<file path="src/rtl/branch_resolver.sv">
// rtl/branch_resolver.sv - branch prediction resolve queue with predictor update and statistics
// Holds predicted directions until execute resolves them in order.

module branch_resolver #(
   parameter int DEPTH = 8,
   parameter int CNT_W = 16
) (
   input  logic                     clk,
   input  logic                     rst,
   input  logic                     pred_valid,
   input  logic                     pred,
   input  logic                     res_valid,
   input  logic                     res_taken,
   input  logic                     flush,
   output logic                     upd_result,
   output logic                     upd_taken,
   output logic                     mispredict,
   output logic                     full,
   output logic                     empty,
   output logic [$clog2(DEPTH):0]   count,
   output logic                     overflow_err,
   output logic                     underflow_err,
   output logic [CNT_W-1:0]         branch_cnt,
   output logic [CNT_W-1:0]         mispred_cnt
);

   localparam int AW = $clog2(DEPTH);
   localparam logic [AW:0] DEPTH_C = (AW+1)'(DEPTH);

   logic [DEPTH-1:0] pred_mem;
   logic [AW-1:0]    wr_ptr;
   logic [AW-1:0]    rd_ptr;
   logic             res_accept;
   logic             enq;
   logic             drop;
   logic             stored_pred;
   logic             miss;

   assign full        = (count == DEPTH_C);
   assign empty       = (count == '0);
   assign stored_pred = pred_mem[rd_ptr];
   assign res_accept  = res_valid && !empty;
   // A simultaneous pop frees a slot, so a full queue can still enqueue.
   assign enq         = pred_valid && !flush && (!full || res_accept);
   assign drop        = pred_valid && !flush && full && !res_accept;
   assign miss        = res_accept && (stored_pred != res_taken);

   always_ff @(posedge clk or posedge rst) begin
      if (rst) begin
         pred_mem      <= '0;
         wr_ptr        <= '0;
         rd_ptr        <= '0;
         count         <= '0;
         upd_result    <= 1'b0;
         upd_taken     <= 1'b0;
         mispredict    <= 1'b0;
         overflow_err  <= 1'b0;
         underflow_err <= 1'b0;
         branch_cnt    <= '0;
         mispred_cnt   <= '0;
      end else begin
         if (enq)
            pred_mem[wr_ptr] <= pred;

         // Power-of-two depth lets pointers wrap by natural overflow.
         if (flush) begin
            rd_ptr <= wr_ptr;
            count  <= '0;
         end else begin
            if (enq)
               wr_ptr <= wr_ptr + 1'b1;
            if (res_accept)
               rd_ptr <= rd_ptr + 1'b1;
            case ({enq, res_accept})
               2'b10:   count <= count + 1'b1;
               2'b01:   count <= count - 1'b1;
               default: count <= count;
            endcase
         end

         upd_result <= res_accept;
         mispredict <= miss;
         if (res_accept)
            upd_taken <= res_taken;

         if (res_accept && (branch_cnt != '1))
            branch_cnt <= branch_cnt + 1'b1;
         if (miss && (mispred_cnt != '1))
            mispred_cnt <= mispred_cnt + 1'b1;

         if (drop)
            overflow_err <= 1'b1;
         if (res_valid && empty)
            underflow_err <= 1'b1;
      end
   end

endmodule

</file>
<file path="config.mk">
export PLATFORM = sky130hd
export DESIGN_NAME = branch_resolver
export DESIGN_NICKNAME = d
export VERILOG_FILES = /design/src/rtl/branch_resolver.sv
export SDC_FILE = /design/constraint.sdc
export NUM_CORES = 1
export LEC_CHECK = 0
export ABC_AREA = 1
export CORE_ASPECT_RATIO = 1.75
export CORE_MARGIN = 3
export CORE_UTILIZATION = 49
export CTS_CLUSTER_DIAMETER = 50
export CTS_CLUSTER_SIZE = 10
export DETAILED_ROUTE_END_ITERATION = 10
export GPL_TIMING_DRIVEN = 0
export PLACE_DENSITY_LB_ADDON = 0.1
export SYNTH_ARGS = -nofsm -noshare
export SYNTH_HDL_FRONTEND = slang
export SYNTH_SLANG_ARGS = --single-unit
</file>
<file path="constraint.sdc">
create_clock -name clk -period 1.5 [get_ports clk]
set_input_delay 0.3 -clock clk [delete_from_list [all_inputs] [get_ports clk]]
set_output_delay 0.3 -clock clk [all_outputs]
set_load 0.05 [all_outputs]
</file>
---- Word level (Yosys, flattened, before mapping) ----
Index checks and enable logic that the tools add are counted.
cells by class
  $add $sub $neg .......................... 6
  $mul .................................... 0
  div/mod/pow operators ................... 0
  magnitude comparators ................... 3
  equal/unequal tests ..................... 6
  shift operators ......................... 0
  muxes and demuxes ....................... 9
  bitwise logic cells ..................... 1
  reduce and logical (&&, ||, !) cells .... 19
operators with widths
  cell                     count
  $add A16 B1 Y16 const B  2
  $ne A16 B16 Y1 const B   2
  $logic_and A1 B1 Y1      10
  $bwmux W8                1
  $lt A3 B4 Y1 const B     2
  $pmux W4 S2              1
  $add A3 B1 Y3 const B    2
  $mux W3                  2
  $add A4 B1 Y4 const B    1
  $eq A4 B4 Y1 const B     1
  $logic_not A1 Y1         4
  $logic_not A4 Y1         1
  $mux W4                  1
  $sub A4 B1 Y4 const B    1
  $bmux W1 S3              1
  $demux W1 S3             1
  $ge A3 B1 Y1 const B     1
  $reduce_bool A3 Y1       1
  $eq A2 B1 Y1 const B     1
  $eq A2 B2 Y1 const B     1
  $mux W1                  2
  $reduce_and A2 Y1        1
  $reduce_bool A2 Y1       1
  $logic_or A1 B1 Y1       1
  2 further kinds          2
word-level totals
  bits in registers ....................... 55
  bits in latches ......................... 0
  RAM bits ................................ 0
  memory bits (read-only) ................. 0
  input port bits ......................... 7
  output and inout bits ................... 43
  logic and storage cells ................. 55
  memories ................................ 0

---- Longest topological paths before layout ----
Gate-level depths: netlist of run 1.
  depth in word-level cells ............... 8
  mapped depth ............................ 13
  gate-level depth less buffers ........... 12

---- Least setup slack after synthesis of run 1 ----
OpenSTA, ideal clock, no wires.
  path type ............................... reg2reg
  start ................................... register count[0]
  end ..................................... register count[3]
  library setup time ...................... 119 ps
  arrival time ............................ 1853 ps
  required time ........................... 1381 ps
  slack ................................... -472 ps
  cell stages (with the launch flop) ...... 12
  path buffers ............................ 0
  period minus slack after synthesis ...... 1972 ps
  cells stage by stage .................... dfrtp_1 > nor2_1 > nand2_2 > nand3_1 > inv_1 > ha_1 > nand2_1 > nand3b_1 > nand2_1 > nand2_1 > nand3_1 > nand2_1
between the ends
  word-level cells in the longest chain between the ends .. 8
  elaborated cells on any way between the ends .. 14
  those cells by class .................... 2 x add/sub; 3 x eq/ne; 2 x mux; 7 x reduce/logical
RTL lines
  element                                       line  text
  start, declared                               20    output logic [$clog2(DEPTH):0] count,
  start signal, assigned                        75    2'b10: count <= count + 1'b1;
  start signal, assigned                        76    2'b01: count <= count - 1'b1;
  start signal, assigned                        77    default: count <= count;
  $logic_not A4 Y1                              40    assign empty = (count == '0);
  $logic_not A1 Y1                              42    assign res_accept = res_valid && !empty;
  $logic_and A1 B1 Y1                           42
  $logic_or A1 B1 Y1                            44    assign enq = pred_valid && !flush && (!full || res_accept);
  $logic_and A1 B1 Y1                           44
  $eq A2 B1 Y1 or $eq A2 B2 Y1 (tied branches)  74    case ({enq, res_accept})
  $pmux W4 S2                                   74
  $mux W4                                       66    if (flush) begin
Several ways; a longest one is shown, not always the timed one.
A chain may end at the register's enable or synchronous reset.

---- Final worst setup path of run 1 ----
  start ................................... register branch_cnt[0]
  end ..................................... register branch_cnt[7]
between the ends
  word-level cells in the longest chain between the ends .. 2
  elaborated cells on any way between the ends .. 3
  those cells by class .................... 1 x add/sub; 1 x eq/ne; 1 x reduce/logical
RTL lines
  element                                                                  line  text
  start, declared                                                          23    output logic [CNT_W-1:0] branch_cnt,
  start signal, assigned                                                   87    branch_cnt <= branch_cnt + 1'b1;
  parallel branches: the longest is 2 deep, another holds $add A16 B1 Y16  -
Parallel ways; which one is timed is not known.

==> metrics, run 1 <==
status finished, violations left; violated checks negative setup slack; Die ar. 7570 um^2; CTS Sinks 55; Pwr per Cell Area 1880 nW/um^2; Crit path max-delay family simple AND/OR/NAND/NOR gates; Die Wd 67.1 um; Syn Nets 425; synthesized area per cell 7.76 um^2; DP Wirelength 5.30 mm; commonest cells after routing, fill and taps aside nand2_1, inv_1, buf_4; port buffer count 47; async set-reset flop share out of synthesis 1.00; Tot Pwr 0.00870 W; Routed WL 8.16 mm; power share of the combinational group 0.591; CP Buf/Inv Count 2; initial antenna violation count 0; post-synthesis instance area 3200 um^2; slew margin rel. 0.575; Post-Synthesis Cells 412; Sw Ratio 0.472; commonest non-fill, non-tap cell in the layout nand2_1; fin crit period 1650 ps; First-pass DRT Iterations 4; leakage 2.16 nW; first-pass GRT wire length 12.9 mm; Cell variety after synth 34; Max Root-Sink Buffers 2; fin nets 519; maximum net fanout on the critical path 6; Peak VDD IR 1.62 mV; WP data required 1720 ps; final setup margin -145 ps; Core Rows 38; #FFs+latches synth 55; Util after Layout 0.739; n_diodes 0; slowest CP cell dfrtp_2; Initial Util 0.510; Post-synth EDFFs 0; P_sw 0.00411 W; Clock Power Share 0.135; number of vias per cell 5.16; Root Buffer clkbuf_8; Clock Pin Slew Worst Setup and Hold Paths 100 ps; Clk Latency, worst-skew pair 330 ps; htree depth 2; largest net degree at the start of global routing 56; Setup violations, final 39; WL/cell 13.9 um; CP Launch Type flop; CP arrival 1870 ps; Die Y 113 um; layout overhead on the synthesized area 45.1%; Post-DRT Antenna Nets 0; Critical Path Max Stage Delay 410 ps; Reg power frac 0.274; DRC marker count from the first detailed-route iteration 241; Final Max Tran Viols 0; hold-fix buffer count after cts 0; I/O pin total 50; Tcrit/Tclk final 1.10; vias in the first global route 2788; CP endpoint kind flop; Clock Skew 8.09 ps; final hold violations 0; critical path class flop to flop; GRT Total Usage 0.218; Worst Hold Class input pin to flop; Warnings, synthesis 0; crit-path cells ha_4 > nand3_4 > inv_2 > nand4_1 > nand2_8 > buf_8 > nor2_2 > xor2_1; Max Cap Violations 0; predominant post-synthesis flop cell dfrtp_1; WHS 306 ps; GPL Wtd Cong 0.888; post-route cell area 4640 um^2; sequential fraction of the synthesis area 0.430; Tightest Pin Transition 636 ps; cts bufs inserted 5; Vias 3028; CTS tree built; Fmax achieved 608 MHz; Core Box Area 6280 um^2; RSZ-0062 raised after global routing yes; Cell Area, Placed 3910 um^2; fraction of final layout cells sized beyond drive strength 1 0.436; gr ovfl total 0; Int Pwr 0.00459 W; DRC 0
==> kinds of logic (layout without fill, tap and decap cells) <==
group | after synthesis | after routing | synth area share
compound gates | 28 | 28 | 0.0505
xor+xnor | 27 | 27 | 0.0739
fa+ha+maj | 6 | 6 | 0.0235
buf+inv | 58 | 153 | 0.0755
flops | 55 | 55 | 0.430
simple gates | 238 | 238 | 0.346
==> worst min-delay path, delay by kind of cell <==
family | cells | cell delay, ps
buffers and inverters | 1 | 150
AOI/OAI and AO/OA | 1 | 40
and+or+nand+nor | 1 | 110
==> final cells by class <==
cell class	count	area, um^2
Timing Repair Buffer	85	756
Buffer	8	67.6
Fill cell	463	1640
Clock inverter	2	60.1
Multi-Input combinational cell	299	1940
Inverter	50	213
Clock buffer	6	72.6
Sequential cell	55	1420
Tap cell	80	100
Timing Repair inverter	2	15.0
==> metrics by stage <==
step,instances,setup TNS [ps],setup WS [ps]
4_1_cts,565,-373,-116
6_report,587,-2270,-145
2_1_floorplan,412,-4180,-258
3_5_place_dp,539,-23490,-524
5_1_grt,587,-6260,-243
3_3_place_gp,539,-21220,-461
==> power groups by stage <==
stage               Combinational (W)  Sequential [W]  Clock [W]
global route                  0.00557         0.00243    0.00126
global placement              0.00373         0.00240          0
floorplan                     0.00200         0.00313          0
CTS                           0.00435         0.00237    0.00121
detailed placement            0.00379         0.00241          0
finish                        0.00514         0.00238    0.00118
==> layer usage <==
metal | track usage | routed length (um) | up-vias | part of all wire
met5 | 0 | 0 | - | 0
met4 | 0.0759 | 110 | 0 | 0.013
met3 | 0.0328 | 280 | 7 | 0.034
met2 | 0.386 | 4660 | 63 | 0.57
met1 | 0.259 | 3110 | 1451 | 0.38
li1 | - | - | 1507 | -
==> cells in the mapped netlist, types with 4 or more instances <==
library cell	number	area, um^2
nor3_1	7	35.0
xor2_1	21	184
o21ai_0	11	55.1
nand4_1	25	156
nor2_2	4	25.0
xnor2_1	6	52.6
a21oi_1	11	55.1
nand2_1	123	462
buf_2	5	25.0
ha_1	6	75.1
nor2_1	42	158
inv_1	45	169
nand3_1	21	105
dfrtp_1	55	1380
==> flip-flops by register name, summed over array words and instances (netlist names) <==
| signal | count |
|---|---|
| branch_cnt | 16 |
| mispred_cnt | 16 |
| pred_mem | 8 |
| count | 4 |
| rd_ptr | 3 |
| wr_ptr | 3 |
| mispredict | 1 |
| overflow_err | 1 |
| underflow_err | 1 |
| upd_result | 1 |
| upd_taken | 1 |
==> worst paths after layout <==
check                         startpoint            end  slack (ps)  depth (start not counted)
hold / removal                      pred    pred_mem[6]         310                          3
setup / recovery           branch_cnt[0]  branch_cnt[7]        -150                          8
min in group asynchronous            rst  branch_cnt[8]         510                          2
max in group asynchronous            rst       count[1]         600                          2
setup reg to reg           branch_cnt[0]  branch_cnt[7]        -150                          8
hold reg to reg            underflow_err  underflow_err         480                          1
==> repair_timing <==
action	in CTS	in global routing
pin swaps	9	26
endpoints found under the hold margin	0	0
gates cloned	1	3
endpoints found under the setup margin	60	77
buffers inserted	17	19
resized for setup	158	88
Note: power is estimated with default switching activity, not from simulation.
==> inputs of run 2 (changes only) <==
==> constraint.sdc (replaced) <==
create_clock -name clk -period 1.5 [get_ports clk]
set_input_delay 0.225 -clock clk [delete_from_list [all_inputs] [get_ports clk]]
set_output_delay 0.225 -clock clk [all_outputs]
set_load 0.05 [all_outputs]
==> metrics, run 2 (synthesis gave the netlist of run 1 again) <==
Post-DRT Antenna Nets 0; Pwr per Cell Area 1890 nW/um^2; commonest cells after routing, fill and taps aside nand2_1, inv_1, buf_4; CP endpoint kind flop; Util after Layout 0.741; Fmax achieved 604 MHz; Clock Skew 8.33 ps; I/O pin total 50; layout overhead on the synthesized area 45.4%; vias in the first global route 2994; Clk Latency, worst-skew pair 320 ps; hold-fix buffer count after cts 0; Peak VDD IR 1.73 mV; WP data required 1720 ps; first-pass GRT wire length 12.9 mm; Filler cells 485; WL/cell 14.6 um; Clock Pin Slew Worst Setup and Hold Paths 100 ps; cts bufs inserted 5; dpl ws -342 ps; DP Wirelength 5.35 mm; Multi-input gate area 1940 um^2; Top Registers branch_cnt x16, mispred_cnt x16, pred_mem x8; Core Rows 38; leakage 2.16 nW; Vias 3106; worst setup path end count[3]; htree depth 2; n_diodes 0; Setup violations, final 33; Die Y 113 um; flop2flop setup slack -150 ps; FF-to-FF path depth 11; R2R Path Start count[2]; Root Buffer clkbuf_8; fin nets 522; Tot Pwr 0.00881 W; violated checks negative setup slack; DRC 0; First-pass DRT Iterations 4; final hold violations 0; slowest CP cell dfrtp_2; GRT Total Usage 0.218; crit-path cells nor2_4 > nand2_4 > buf_4 > buf_4 > nand4_1 > buf_4 > nor2_1 > nor2_1 > nand3_1 > nand3_1 > nand2_1; Routed WL 8.64 mm; worst setup path start count[2]; CP arrival 1870 ps; Critical Path Max Stage Delay 450 ps; initial antenna violation count 0; Max Root-Sink Buffers 2; GPL Wtd Cong 0.897; Cell Area, Placed 3930 um^2; WHS 214 ps; Die ar. 7570 um^2; CP Launch Type flop; Tcrit/Tclk final 1.10; Tightest Pin Transition 1220 ps; post-route cell area 4650 um^2; RSZ-0062 raised after global routing yes; Die Wd 67.1 um; DRC marker count from the first detailed-route iteration 231; Reg area 1420 um^2; slew margin rel. 0.188; critical path class flop to flop; fin crit period 1650 ps; CTS tree built; Core Box Area 6280 um^2; port buffer count 47; most used cell, CP buf_4; Max Cap Violations 0; Initial Util 0.510; Final Max Tran Viols 0; CTS Sinks 55; Worst Hold Class input pin to flop; final setup margin -155 ps; status finished, violations left; largest net degree at the start of global routing 56; commonest non-fill, non-tap cell in the layout nand2_1; maximum net fanout on the critical path 4; r2r endpoint count[3]; fraction of final layout cells sized beyond drive strength 1 0.414; number of vias per cell 5.26; gr ovfl total 0
-- run 2: layer usage --
| layer | vias to the layer above | global-route usage | wire [um] |
|---|---|---|---|
| met4 | 0 | 0.104 | 230 |
| met1 | 1493 | 0.242 | 3260 |
| li1 | 1511 | - | - |
| met3 | 22 | 0.0417 | 329 |
| met5 | - | 0 | 0 |
| met2 | 80 | 0.386 | 4820 |
-- run 2: critical path, delay by kind of cell, from the launching register on --
kind,cells,cell delay (ps)
flops,1,450
simple gates,8,710
buf+inv,3,400
-- run 2: power breakdown --
part | leakage, nW | internal [W] | total (W) | switching (W)
registers | 0.652 | 0.00194 | 0.00238 | 0.000438
clock network | 0.0644 | 0.000666 | 0.00120 | 0.000530
logic | 1.44 | 0.00199 | 0.00523 | 0.00325
-- run 2: timing repair --
| action | 4_1_cts | 5_1_grt |
|---|---|---|
| setup endpoints to repair | 63 | 63 |
| buffers inserted | 24 | 16 |
| pin swaps | 12 | 33 |
| cloned | 1 | 2 |
| gates resized for setup | 118 | 95 |
-- run 2: metrics by stage --
step	std cells	setup TNS, ps
floorplan	412	-4210
global placement	539	-14760
detailed placement	539	-14530
CTS	572	-447
global route	590	-5680
finish	590	-1180
-- run 2: cell type report --
class                      instances  share of cell area
buffer                             8              0.0153
clock buffer                       5              0.0148
inverter                          50              0.0463
timing repair buffer              89               0.164
timing repair inverter             1             0.00135
clock inverter                     3              0.0145
sequential                        55               0.305
tap                               80              0.0215
multi-input combinational        299               0.418
-- run 2: worst min path at each step --
stage | from | cells past startpoint | slack [ps] | to
2_1_floorplan | rst | 1 | 300 | mispred_cnt[11]
3_3_place_gp | underflow_err | 1 | 440 | underflow_err
3_5_place_dp | underflow_err | 1 | 460 | underflow_err
4_1_cts | pred | 3 | 220 | pred_mem[7]
5_1_grt | pred | 3 | 220 | pred_mem[4]
6_report | pred | 3 | 210 | pred_mem[4]
==> inputs of run 3 (changes only) <==
==> constraint.sdc (replaced) <==
create_clock -name clk -period 1.5 [get_ports clk]
set_input_delay 0.225 -clock clk [delete_from_list [all_inputs] [get_ports clk]]
set_output_delay 0.225 -clock clk [all_outputs]
set_load 0.01 [all_outputs]
==> metrics, run 3 (synthesis gave the netlist of run 1 again) <==
flop2flop setup slack -270 ps; layout overhead on the synthesized area 53.0%; port buffer count 47; CTS Sinks 55; hold-fix buffer count after cts 0; Die Y 113 um; Final Instance Count excl. Fillers 618; initial antenna violation count 0; Core Rows 38; r2r endpoint count[3]; DRC marker count from the first detailed-route iteration 174; Clk Latency, worst-skew pair 330 ps; Max Root-Sink Buffers 2; gr ovfl total 0; CTS tree built; DRC 0; HP Start pred; Pwr per Cell Area 1630 nW/um^2; leakage 2.55 nW; status finished, violations left; Initial Util 0.510; R2R Path Start count[0]; htree depth 2; Tightest Pin Transition 1210 ps; WHS Endpoint pred_mem[0]; slew margin rel. 0.190; DP Wirelength 5.36 mm; final setup margin -268 ps; maximum net fanout on the critical path 3; crit-path cells nor2_4 > nand2_4 > buf_4 > buf_4 > nand4_1 > buf_4 > nor2_1 > nor2_1 > nand3_1 > nand3_1 > nand2_1; Cell Area, Placed 3790 um^2; Root Buffer clkbuf_8; Inst Count DP 539; First-pass DRT Iterations 4; Max Cap Violations 0; Vias 3267; fin crit period 1770 ps; final hold violations 0; Crit path max-delay family simple AND/OR/NAND/NOR gates; Fmax achieved 565 MHz; largest net degree at the start of global routing 56; slowest CP cell dfrtp_2; vias in the first global route 3257; Util after Layout 0.780; Final Max Tran Viols 0; fraction of final layout cells sized beyond drive strength 1 0.375; FF-to-FF path depth 11; CP Buf/Inv Count 3; post-route cell area 4890 um^2; CP arrival 1990 ps; WL/cell 15.6 um; critical path class flop to flop; WP data required 1720 ps; GPL Wtd Cong 0.879; CP endpoint kind flop; Clock Pin Slew Worst Setup and Hold Paths 100 ps; Peak VDD IR 1.23 mV; GRT Total Usage 0.241; Die ar. 7570 um^2; Critical Path Max Stage Delay 440 ps; Clock Skew 8.01 ps; Top Registers branch_cnt x16, mispred_cnt x16, pred_mem x8; hold path cells 3; cts bufs inserted 5; Die Wd 67.1 um; violated checks negative setup slack; Core Box Area 6280 um^2; Post-DRT Antenna Nets 0; Worst Hold Class input pin to flop; commonest cells after routing, fill and taps aside nand2_1, buf_4, dfrtp_1; Tcrit/Tclk final 1.18; n_diodes 0; most used cell, CP buf_4; first-pass GRT wire length 14.2 mm; commonest non-fill, non-tap cell in the layout nand2_1; Setup violations, final 34; number of vias per cell 5.29; RSZ-0062 raised after global routing yes; I/O pin total 50; CP Launch Type flop; Routed WL 9.63 mm; fin nets 550
[run 3: cell types whose count changed in the layout (fill, tap and decap cells not counted), moves of 11 or more]
cell and change:
dfrtp_2 -23, buf_4 +25, dlygate4sd2_1 +13, clkbuf_2 -13
dfrtp_1 +23, clkdlybuf4s50_1 +11, clkdlybuf4s15_2 -12
[run 3: worst min-delay path, stage by stage]
cell and delay (ps):
buf_2 160, nor2_2 110, a21oi_2 40
[run 3: worst max-delay path by stage]
stage	from	end	slack [ps]	cells past startpoint
5_1_grt	count[0]	count[3]	-350	12
3_5_place_dp	pred_valid	count[3]	-400	11
3_3_place_gp	pred_valid	count[3]	-380	11
4_1_cts	count[1]	count[3]	-90	11
2_1_floorplan	count[0]	count[3]	-140	11
6_report	count[0]	count[3]	-270	11
[run 3: power by group]
| part | total, W | switching [W] | internal, W |
|---|---|---|---|
| registers | 0.00227 | 0.000364 | 0.00191 |
| clock network | 0.000842 | 0.000514 | 0.000328 |
| logic | 0.00485 | 0.00264 | 0.00221 |
| total | 0.00796 | 0.00352 | 0.00444 |
[run 3: layer usage]
metal	track usage	up-vias	part of all wire
met2	0.445	94	0.57
met3	0.0487	28	0.034
met5	0	-	0
li1	-	1574	-
met1	0.245	1571	0.36
met4	0.118	0	0.033
[run 3: layout make-up]
| type | instances | area (um^2) |
|---|---|---|
| Clock inverter | 2 | 12.5 |
| Tap cell | 80 | 100 |
| Fill cell | 459 | 1380 |
| Clock buffer | 6 | 72.6 |
| Buffer | 8 | 71.3 |
| Sequential cell | 55 | 1390 |
| Inverter | 50 | 214 |
| Timing Repair Buffer | 117 | 1040 |
| Timing Repair inverter | 1 | 8.76 |
| Multi-Input combinational cell | 299 | 1990 |
[run 3: through the flow]
| stage | setup TNS, ps | hold WS (ps) | power, W | setup slack (ps) |
|---|---|---|---|---|
| after floorplan | -438 | 299 | 0.00414 | -145 |
| after global placement | -12440 | 440 | 0.00513 | -384 |
| after detailed placement | -14670 | 455 | 0.00521 | -405 |
| after CTS | -942 | 222 | 0.00682 | -91.6 |
| after global routing | -6190 | 252 | 0.00847 | -345 |
| final | -2390 | 242 | 0.00796 | -268 |
[run 3: repair_timing]
action                                  CTS  global route
gates cloned                              2             3
endpoints found under the setup margin   75            55
gates resized for setup                  70           119
setup buffers                            50            18
pin swaps                                12            33
